`src/rtl/uart_tx_fifo_drain_if.sv`:
```
// FIFO read side and UART line bundle for uart_tx_fifo_drain.
// The slave modport is the drain engine; the master modport is the FIFO/line side.
interface uart_tx_fifo_drain_if;
  logic        i_empty;
  logic        o_rd_en;
  logic [7:0]  i_rd_data;
  logic        o_tx;
  logic        o_busy;
  logic        o_done;
  logic [15:0] o_tx_cnt;

  modport slave (
    input  i_empty,
    input  i_rd_data,
    output o_rd_en,
    output o_tx,
    output o_busy,
    output o_done,
    output o_tx_cnt
  );

  modport master (
    output i_empty,
    output i_rd_data,
    input  o_rd_en,
    input  o_tx,
    input  o_busy,
    input  o_done,
    input  o_tx_cnt
  );
endinterface

```
`src/rtl/uart_tx_fifo_drain.sv`:
```
// Pops bytes from a FIFO and frames them onto a UART line (8N1, or 8E1 when
// UART_TX_PARITY_EN is defined). All outputs come straight from flops.
module uart_tx_fifo_drain #(
  parameter int CLKS_PER_BIT = 868,
  parameter int DATA_W       = 8
) (
  input  logic                i_clk,
  input  logic                i_rstn,
  uart_tx_fifo_drain_if.slave bus
);

  localparam logic [15:0] BAUD_LAST = 16'(CLKS_PER_BIT - 1);
  localparam int          IDX_W     = $clog2(DATA_W);
  localparam logic [IDX_W-1:0] IDX_LAST = IDX_W'(DATA_W - 1);

  typedef enum logic [2:0] {
    ST_IDLE   = 3'd0,
    ST_POP    = 3'd1,
    ST_LOAD   = 3'd2,
    ST_START  = 3'd3,
    ST_DATA   = 3'd4,
`ifdef UART_TX_PARITY_EN
    ST_PARITY = 3'd5,
`endif
    ST_STOP   = 3'd6
  } state_t;

`ifdef UART_TX_PARITY_EN
  function automatic logic even_parity(input logic [DATA_W-1:0] d);
    return ^d;
  endfunction
`endif

  state_t              state_r, state_nxt_s;
  logic [15:0]         baud_r, baud_nxt_s;
  logic [IDX_W-1:0]    bit_idx_r, bit_idx_nxt_s;
  logic [DATA_W-1:0]   shift_r, shift_nxt_s;
  logic                tx_r, tx_nxt_s;
  logic                rd_en_r, rd_en_nxt_s;
  logic                busy_r, busy_nxt_s;
  logic                done_r, done_nxt_s;
  logic [15:0]         tx_cnt_r, tx_cnt_nxt_s;
  logic                baud_tc_s;

  assign baud_tc_s = (baud_r == BAUD_LAST);

  // Next-state logic; i_empty only matters in IDLE so a lagging flag cannot double-pop.
  always_comb begin
    state_nxt_s = state_r;
    case (state_r)
      ST_IDLE:  if (!bus.i_empty) state_nxt_s = ST_POP;   else state_nxt_s = ST_IDLE;
      ST_POP:   state_nxt_s = ST_LOAD;
      ST_LOAD:  state_nxt_s = ST_START;
      ST_START: if (baud_tc_s)    state_nxt_s = ST_DATA;  else state_nxt_s = ST_START;
      ST_DATA: begin
        if (baud_tc_s && (bit_idx_r == IDX_LAST)) begin
`ifdef UART_TX_PARITY_EN
          state_nxt_s = ST_PARITY;
`else
          state_nxt_s = ST_STOP;
`endif
        end else begin
          state_nxt_s = ST_DATA;
        end
      end
`ifdef UART_TX_PARITY_EN
      ST_PARITY: if (baud_tc_s) state_nxt_s = ST_STOP; else state_nxt_s = ST_PARITY;
`endif
      ST_STOP:  if (baud_tc_s)    state_nxt_s = ST_IDLE;  else state_nxt_s = ST_STOP;
      default:  state_nxt_s = ST_IDLE;
    endcase
  end

  // Datapath and output next values, derived from the next state so the
  // registered outputs line up with the state they belong to.
  always_comb begin
    baud_nxt_s    = 16'd0;
    bit_idx_nxt_s = {IDX_W{1'b0}};
    shift_nxt_s   = shift_r;
    tx_nxt_s      = 1'b1;

    if ((state_nxt_s != state_r) || baud_tc_s) begin
      baud_nxt_s = 16'd0;
    end else if ((state_r == ST_IDLE) || (state_r == ST_POP) || (state_r == ST_LOAD)) begin
      baud_nxt_s = 16'd0;
    end else begin
      baud_nxt_s = baud_r + 16'd1;
    end

    if ((state_r == ST_DATA) && baud_tc_s) begin
      bit_idx_nxt_s = bit_idx_r + IDX_W'(1);
    end else if (state_r == ST_DATA) begin
      bit_idx_nxt_s = bit_idx_r;
    end else begin
      bit_idx_nxt_s = {IDX_W{1'b0}};
    end

    if (state_r == ST_LOAD) begin
      shift_nxt_s = bus.i_rd_data;
    end else begin
      shift_nxt_s = shift_r;
    end

    case (state_nxt_s)
      ST_START:  tx_nxt_s = 1'b0;
      ST_DATA:   tx_nxt_s = shift_nxt_s[bit_idx_nxt_s];
`ifdef UART_TX_PARITY_EN
      ST_PARITY: tx_nxt_s = even_parity(shift_r);
`endif
      default:   tx_nxt_s = 1'b1;
    endcase

    rd_en_nxt_s  = (state_nxt_s == ST_POP);
    busy_nxt_s   = (state_nxt_s != ST_IDLE);
    done_nxt_s   = (state_nxt_s == ST_STOP) && (baud_nxt_s == BAUD_LAST);
    tx_cnt_nxt_s = done_nxt_s ? (tx_cnt_r + 16'd1) : tx_cnt_r;
  end

  // State, datapath and output registers; reset abandons any frame in flight.
  always_ff @(posedge i_clk or negedge i_rstn) begin
    if (!i_rstn) begin
      state_r   <= ST_IDLE;
      baud_r    <= 16'd0;
      bit_idx_r <= {IDX_W{1'b0}};
      shift_r   <= {DATA_W{1'b0}};
      tx_r      <= 1'b1;
      rd_en_r   <= 1'b0;
      busy_r    <= 1'b0;
      done_r    <= 1'b0;
      tx_cnt_r  <= 16'd0;
    end else begin
      state_r   <= state_nxt_s;
      baud_r    <= baud_nxt_s;
      bit_idx_r <= bit_idx_nxt_s;
      shift_r   <= shift_nxt_s;
      tx_r      <= tx_nxt_s;
      rd_en_r   <= rd_en_nxt_s;
      busy_r    <= busy_nxt_s;
      done_r    <= done_nxt_s;
      tx_cnt_r  <= tx_cnt_nxt_s;
    end
  end

  assign bus.o_tx     = tx_r;
  assign bus.o_rd_en  = rd_en_r;
  assign bus.o_busy   = busy_r;
  assign bus.o_done   = done_r;
  assign bus.o_tx_cnt = tx_cnt_r;

endmodule
```
`src/flat_wrapper.sv`:
```
// flat-port wrapper written by rule: the top's interface ports become plain ports
module uart_tx_fifo_drain_flat 
#(
  parameter int CLKS_PER_BIT = 868,
  parameter int DATA_W       = 8
)
  (i_clk, i_rstn, bus_i_empty, bus_i_rd_data, bus_o_rd_en, bus_o_tx, bus_o_busy, bus_o_done, bus_o_tx_cnt);
  uart_tx_fifo_drain_if bus_i ();
  input  logic i_clk;
  input  logic i_rstn;
  input wire logic [$bits(bus_i.i_empty)-1:0] bus_i_empty;
  input wire logic [$bits(bus_i.i_rd_data)-1:0] bus_i_rd_data;
  output wire logic [$bits(bus_i.o_rd_en)-1:0] bus_o_rd_en;
  output wire logic [$bits(bus_i.o_tx)-1:0] bus_o_tx;
  output wire logic [$bits(bus_i.o_busy)-1:0] bus_o_busy;
  output wire logic [$bits(bus_i.o_done)-1:0] bus_o_done;
  output wire logic [$bits(bus_i.o_tx_cnt)-1:0] bus_o_tx_cnt;
  assign bus_i.i_empty = bus_i_empty;
  assign bus_i.i_rd_data = bus_i_rd_data;
  assign bus_o_rd_en = bus_i.o_rd_en;
  assign bus_o_tx = bus_i.o_tx;
  assign bus_o_busy = bus_i.o_busy;
  assign bus_o_done = bus_i.o_done;
  assign bus_o_tx_cnt = bus_i.o_tx_cnt;
  uart_tx_fifo_drain #(.CLKS_PER_BIT(CLKS_PER_BIT), .DATA_W(DATA_W)) u_core (.i_clk(i_clk), .i_rstn(i_rstn), .bus(bus_i));
endmodule
```
`config.mk`:
```
export PLATFORM = sky130hd
export DESIGN_NAME = uart_tx_fifo_drain_flat
export DESIGN_NICKNAME = d
export VERILOG_FILES = /design/src/rtl/uart_tx_fifo_drain_if.sv /design/src/rtl/uart_tx_fifo_drain.sv /design/src/flat_wrapper.sv
export SDC_FILE = /design/constraint.sdc
export NUM_CORES = 1
export LEC_CHECK = 0
export CORE_AREA = 2 2 85 87
export DETAILED_ROUTE_END_ITERATION = 10
export DIE_AREA = 0 0 87 89
export DONT_BUFFER_PORTS = 1
export GPL_TIMING_DRIVEN = 0
export PLACE_DENSITY = 0.71
export SLEW_MARGIN = 20
export SYNTH_ARGS = -nofsm -noshare
export SYNTH_HDL_FRONTEND = slang
export SYNTH_SLANG_ARGS = --single-unit
```
`constraint.sdc`:
```
create_clock -name i_clk -period 2.9 [get_ports i_clk]
set_clock_uncertainty 0.1 [all_clocks]
set_input_delay 0.29 -clock i_clk [delete_from_list [all_inputs] [get_ports i_clk]]
set_output_delay 0.29 -clock i_clk [all_outputs]
set_load 0.05 [all_outputs]
```
==> flow_summary.ini, run 1 <==
[pwr]
vdd_ir_drop_max_mv = 0.214
p_leak_nw = 1.41
p_per_area_mw_per_mm2 = 504

[die]
core_area_mm2 = 0.00672
die_w_um = 87
io_pins = 31
start_util = 0.450
fp-row-count = 30
fp.dieH_um = 89
die-area_mm2 = 0.00774

[yosys]
synth_warnings = 0
synth_cells = 273
ys_async_sr_fraction = 1.00
syn_nets = 288
avgSynthCellArea_um2 = 11.1
synth_edf_count = 0
synth_ff_type = dfrtp_1
synth_cell_types = 65
synth_seq_cells = 50
ys_seq_area_frac = 0.414
syn_area_mm2 = 0.00303

[clock_network]
cts-root-buf = clkbuf_8
htree_levels = 2
clk_path_buf_depth = 2
cts_made_buffers = 5
cts_sinks = 50
clkLatencyLatePin_ns = 0.31
cts_tree = yes
cts.clk_slew.worst_paths_ns = 0.11

[grt]
antenna_found_initial = 0
grt_pass1_vias = 2117
grt_start_max_net_pins = 51
grt_overflow_total = 0
grt_usage = 0.162
grt_pass1_wl_um = 9960

[timing]
tns_ns = 0
setup_viol = 0
hold_viol = 0
finalMaxSlewViolations = 0
fin_crit_sh = 0.916
final.min_clock_period_ns = 2.66
max_freq_mhz = 376
grt_setup_unrepaired = false
setup_slack_ns = 0.244
worst_pin_slew_ns = 0.598
hold_slack_ns = 0.0437
maxSlewHeadroom = 0.600

[critical_path]
r2r_slack_ns = 0.24
critPathArrivalTime_ns = 2.79
critical_path_class = flop to flop
startpoint = u_core.baud_r[1]$_DFF_PN0_
cp_max_fo = 9
cp.required_ns = 3.04
r2r_end = u_core.bus.o_tx$_DFF_PN1_
end_kind = flop
start_kind = flop
r2r.worst_path.cells = 9
r2r-start = u_core.baud_r[1]$_DFF_PN0_

[finish]
fill_cells = 622
design_area_mm2 = 0.00329
ff_latch_area_mm2 = 0.00125
n_antenna_cell = 0
syn2layout_area_growth_pct = 8.89
drive_above_1_share = 0.287
multi_input_area_mm2 = 0.00162
nets = 300

[run_status]
outcome = completed

[routing]
wire_per_inst_um = 15.5
drc = 0
drtPass1Iterations = 4
avgViaCountPerCell = 5.73
ant_nets = 0
wirelength_um = 5690
drt-initial-drc-count = 122
vias = 2096

[placed_design]
place.detailed.hpwl_um = 4030
place.gp.congestion = 0.795
port_buffers = 0
pre_cts_slack_ns = 0.125
place_area_mm2 = 0.00313

[run]
drv_cap = 0

[worst_hold_path]
hp-start = bus_i_rd_data[5]
min_path_type = input pin to flop
holdPathEnd = u_core.shift_r[5]$_DFF_PN0_
holdPathStages = 1
-- registers in the layout, summed over array words and instances, names as in the netlist, 3 cells and up --
register and flops:
u_core.baud_r 16, u_core.bit_idx_r 3, u_core.bus.o_tx_cnt 16, u_core.shift_r 8, u_core.state_r 3
-- layer usage --
| layer | wire, um | global-route usage | vias up |
|---|---|---|---|
| met5 | 0 | 0 | - |
| met3 | 263 | 0.0471 | 6 |
| met4 | 62 | 0.0384 | 0 |
| met1 | 2650 | 0.215 | 1026 |
| li1 | - | - | 1019 |
| met2 | 2710 | 0.263 | 45 |
-- what timing repair did --
| action | 4_1_cts | 5_1_grt |
|---|---|---|
| endpoints found under the setup margin | 0 | 23 |
| buffers inserted | 0 | 2 |
| gates resized for setup | 0 | 3 |
| hold endpoints to repair | 51 | 0 |
| hold buffers | 3 | 0 |
-- through the flow --
stage / power (mW) / std cells / util
after detailed placement: 1.21 / 353 / 0.465
after floorplan: 1.13 / 273 / -
after global routing: 1.76 / 366 / 0.490
final: 1.66 / 366 / 0.490
after global placement: 1.19 / 353 / 0.465
after CTS: 1.68 / 364 / 0.487
-- worst max-delay path: stages, from the launching register on --
cell,delay (ns)
dfrtp_2,0.46
ha_1,0.16
buf_2,0.19
nor4b_2,0.30
and4_1,0.25
buf_6,0.14
mux2_4,0.31
and2_4,0.17
mux2_4,0.30
a211oi_2,0.21
-- cell type report --
class,instances,area share
multi-input cells,196,0.490
flip-flops and latches,50,0.381
plain buffers,22,0.0444
well taps,80,0.0304
clock buffers,5,0.0209
repair buffers,5,0.0190
clock inverters,3,0.00874
inverters,5,0.00570
-- cell families after synthesis --
| family | Yosys count | share of synthesized area |
|---|---|---|
| simple gates | 105 | 0.232 |
| compound gates | 40 | 0.133 |
| fa+ha+maj | 4 | 0.0165 |
| buf+inv | 27 | 0.0542 |
| mux | 17 | 0.0637 |
| flops | 50 | 0.414 |
| xor+xnor | 30 | 0.0868 |
-- cells in the mapped netlist, types with 2 or more instances --
| master | number | share of area |
|---|---|---|
| a211oi_1 | 2 | 0.0050 |
| and3_1 | 8 | 0.017 |
| xnor2_1 | 23 | 0.067 |
| o21ai_0 | 6 | 0.0099 |
| nor4_1 | 3 | 0.0062 |
| nand4_1 | 7 | 0.014 |
| nor3_1 | 3 | 0.0050 |
| buf_6 | 5 | 0.019 |
| and4_1 | 8 | 0.023 |
| or3_1 | 3 | 0.0062 |
| mux2_4 | 2 | 0.0099 |
| xor2_1 | 7 | 0.020 |
| nor4bb_1 | 2 | 0.0066 |
| o2111ai_2 | 10 | 0.050 |
| mux2i_1 | 5 | 0.017 |
| nor4_2 | 3 | 0.012 |
| a21oi_1 | 4 | 0.0066 |
| o2111ai_1 | 4 | 0.012 |
| nor2b_1 | 4 | 0.0083 |
| and2_1 | 4 | 0.0083 |
| buf_4 | 2 | 0.0050 |
| ha_1 | 4 | 0.017 |
| dfrtp_1 | 49 | 0.41 |
| inv_1 | 5 | 0.0062 |
| nand3_1 | 8 | 0.013 |
| nor2_1 | 23 | 0.029 |
| mux2_2 | 9 | 0.033 |
| nor4b_2 | 2 | 0.0099 |
| nand4_2 | 2 | 0.0083 |
| buf_2 | 13 | 0.022 |
| nand2_1 | 9 | 0.011 |
-- where the power goes --
| group | switching, mW | internal, mW |
|---|---|---|
| sequential | 0.0483 | 0.761 |
| combinational | 0.228 | 0.175 |
| clock | 0.266 | 0.181 |
| total | 0.543 | 1.12 |
-- how the worst max path moves through the flow --
| stage | to | slack, ns | depth (start not counted) |
|---|---|---|---|
| 2_1_floorplan | u_core.bus.o_tx$_DFF_PN1_ | 0.45 | 9 |
| 3_3_place_gp | u_core.bus.o_done$_DFF_PN0_ | 0.12 | 9 |
| 3_5_place_dp | u_core.bus.o_tx_cnt[7]$_DFFE_PN0P_ | 0.13 | 9 |
| 4_1_cts | u_core.bus.o_tx_cnt[7]$_DFFE_PN0P_ | 0.09 | 9 |
| 5_1_grt | u_core.bus.o_tx$_DFF_PN1_ | 0.04 | 9 |
| 6_report | u_core.bus.o_tx$_DFF_PN1_ | 0.24 | 9 |
-- layout by cell type (no fill, tap or decap), drive strengths merged, types with 5 or more instances in the layout --
master   count
dfrtp       49
nor2        23
xnor2       23
buf         23
o2111ai     14
mux2        12
nand2        9
and4         9
nand3        9
nand4        9
and3         8
xor2         7
inv          7
clkbuf       7
o21ai        6
nor4         6
mux2i        5
and2         5
nor2b        5
(Power assumes the default switching activity.)
==> run 2: changes to the inputs <==
CORE_AREA = 2 2 95 97   (was 2 2 85 87)
DIE_AREA = 0 0 97 99   (was 0 0 87 89)
PLACE_DENSITY = 0.61   (was 0.71)
SKIP_LAST_GASP = 1   (was not set)
==> run 2 against run 1 <==
  * Clock-buffer cell count unchanged
  * Power down 1.5%
  * Register-to-register slack worse by 0.09 ns
  * First-iteration DRC count decreased by 42%
  * Setup slack got worse by 0.093 ns
==> flow_summary.ini, run 2 (synthesis results as in run 1) <==
[timing]
fin_crit_sh = 0.948
setup_viol = 0
maxSlewHeadroom = 0.590
final.min_clock_period_ns = 2.75
finalMaxSlewViolations = 0
hold_viol = 0
tns_ns = 0
grt_setup_unrepaired = true
max_freq_mhz = 364
hold_slack_ns = 0.0239
worst_pin_slew_ns = 0.613

[routing]
drc = 0
avgViaCountPerCell = 5.28
wirelength_um = 6090
wire_per_inst_um = 15.5
drtPass1Iterations = 7
drt-initial-drc-count = 71
vias = 2077
ant_nets = 0

[die]
fp.dieH_um = 99
die_w_um = 97
core_area_mm2 = 0.00855
die-area_mm2 = 0.00960
start_util = 0.354
fp-row-count = 34
io_pins = 31

[finish]
multi_input_area_mm2 = 0.00161
design_area_mm2 = 0.00331
utilization = 0.387
n_antenna_cell = 0
mostFrequentLayoutCell = dfrtp_1
drive_above_1_share = 0.277
syn2layout_area_growth_pct = 9.39
mostFrequentLayoutCells = 49 x dfrtp_1, 23 x nor2_1, 23 x xnor2_1
ff_latch_area_mm2 = 0.00125
fill_cells = 857
nets = 299

[worst_hold_path]
holdPathEnd = u_core.shift_r[1]$_DFF_PN0_
holdPathStages = 2
min_path_type = input pin to flop
hp-start = bus_i_rd_data[1]

[placed_design]
place_area_mm2 = 0.00316
port_buffers = 0
place.gp.congestion = 0.762
place.detailed.hpwl_um = 4320

[clock_network]
clk_path_buf_depth = 2
cts_tree = yes
cts.clk_slew.worst_paths_ns = 0.10
clkLatencyLatePin_ns = 0.31
cts_made_buffers = 5
cts_sinks = 50
htree_levels = 2
cts-root-buf = clkbuf_8

[run_status]
outcome = completed

[critical_path]
r2r-start = u_core.baud_r[1]$_DFF_PN0_
critPathArrivalTime_ns = 2.88
critical_path_class = flop to flop
r2r_end = u_core.bus.o_tx$_DFF_PN1_
r2r.worst_path.cells = 9
cp.required_ns = 3.03
end_kind = flop
start_kind = flop
r2r_slack_ns = 0.15
cp_max_fo = 9

[pwr]
switching_share = 0.323
vdd_ir_drop_max_mv = 0.184
p_sw_mw = 0.528
power.total_mw = 1.64
intPower_mw = 1.11
seqPwrFrac = 0.494
p_leak_nw = 1.40
power_frac_comb = 0.248
p_per_area_mw_per_mm2 = 494
power.share.clock = 0.258

[grt]
met1_usage = 0.181
use_met3 = 0.0234
antenna_found_initial = 0
grt_pass1_vias = 2149
grt_overflow_total = 0
busiest_layer = met2
grt_pass1_wl_um = 10500
grt_start_max_net_pins = 51
grt_use_met2 = 0.216
grt_usage = 0.134

[run]
drv_cap = 0
-- run 2: worst max-delay path: stages, from the launching register on --
cell and delay (ns):
dfrtp_1 0.51, ha_1 0.20, buf_2 0.19, nor4b_2 0.30, and4_1 0.25, buf_6 0.14
mux2_4 0.30, and2_4 0.17, mux2_4 0.30, a211oi_2 0.22
-- run 2: area by class of cell --
| cell class | instances | share of cell area |
|---|---|---|
| timing repair buffer | 4 | 0.0166 |
| sequential | 50 | 0.378 |
| multi-input combinational | 196 | 0.486 |
| clock inverter | 3 | 0.00718 |
| clock buffer | 5 | 0.0208 |
| buffer | 22 | 0.0442 |
| inverter | 5 | 0.00567 |
| tap | 108 | 0.0408 |
-- run 2: per-stage QoR --
| step | setup WS (ns) | cells |
|---|---|---|
| finish | 0.151 | 393 |
| global route | -0.00890 | 393 |
| CTS | 0.0507 | 392 |
| detailed placement | 0.0965 | 381 |
| global placement | 0.107 | 381 |
| floorplan | 0.446 | 273 |
-- run 2: per-layer routing --
metal | share of wire | vias up | wire length (um)
met5 | 0 | - | 0
met4 | 0.013 | 0 | 82
met3 | 0.039 | 7 | 236
met2 | 0.47 | 40 | 2860
met1 | 0.48 | 1016 | 2910
li1 | - | 1014 | -
-- run 2: how the worst max path moves through the flow --
stage	from	to	slack [ns]	cells after the start
floorplan	u_core.baud_r[1]$_DFF_PN0_	u_core.bus.o_tx$_DFF_PN1_	0.45	9
global placement	u_core.baud_r[1]$_DFF_PN0_	u_core.bus.o_done$_DFF_PN0_	0.11	9
detailed placement	u_core.baud_r[1]$_DFF_PN0_	u_core.bus.o_tx_cnt[15]$_DFFE_PN0P_	0.1	9
CTS	u_core.baud_r[1]$_DFF_PN0_	u_core.bus.o_done$_DFF_PN0_	0.05	9
global route	u_core.baud_r[1]$_DFF_PN0_	u_core.bus.o_done$_DFF_PN0_	-0.009	9
finish	u_core.baud_r[1]$_DFF_PN0_	u_core.bus.o_tx$_DFF_PN1_	0.15	9
-- run 2: repair_timing --
item | 4_1_cts | 5_1_grt
setup buffers | 0 | 1
resized for setup | 0 | 1
endpoints found under the hold margin | 51 | 0
hold buffers | 3 | 0
endpoints found under the setup margin | 0 | 21
-- run 2: power groups by stage --
stage	sequential, mW	combinational [mW]	clock [mW]
final	0.808	0.405	0.422
after global routing	0.817	0.458	0.471
after CTS	0.809	0.411	0.445
after detailed placement	0.823	0.387	0
after global placement	0.818	0.375	0
after floorplan	0.809	0.323	0
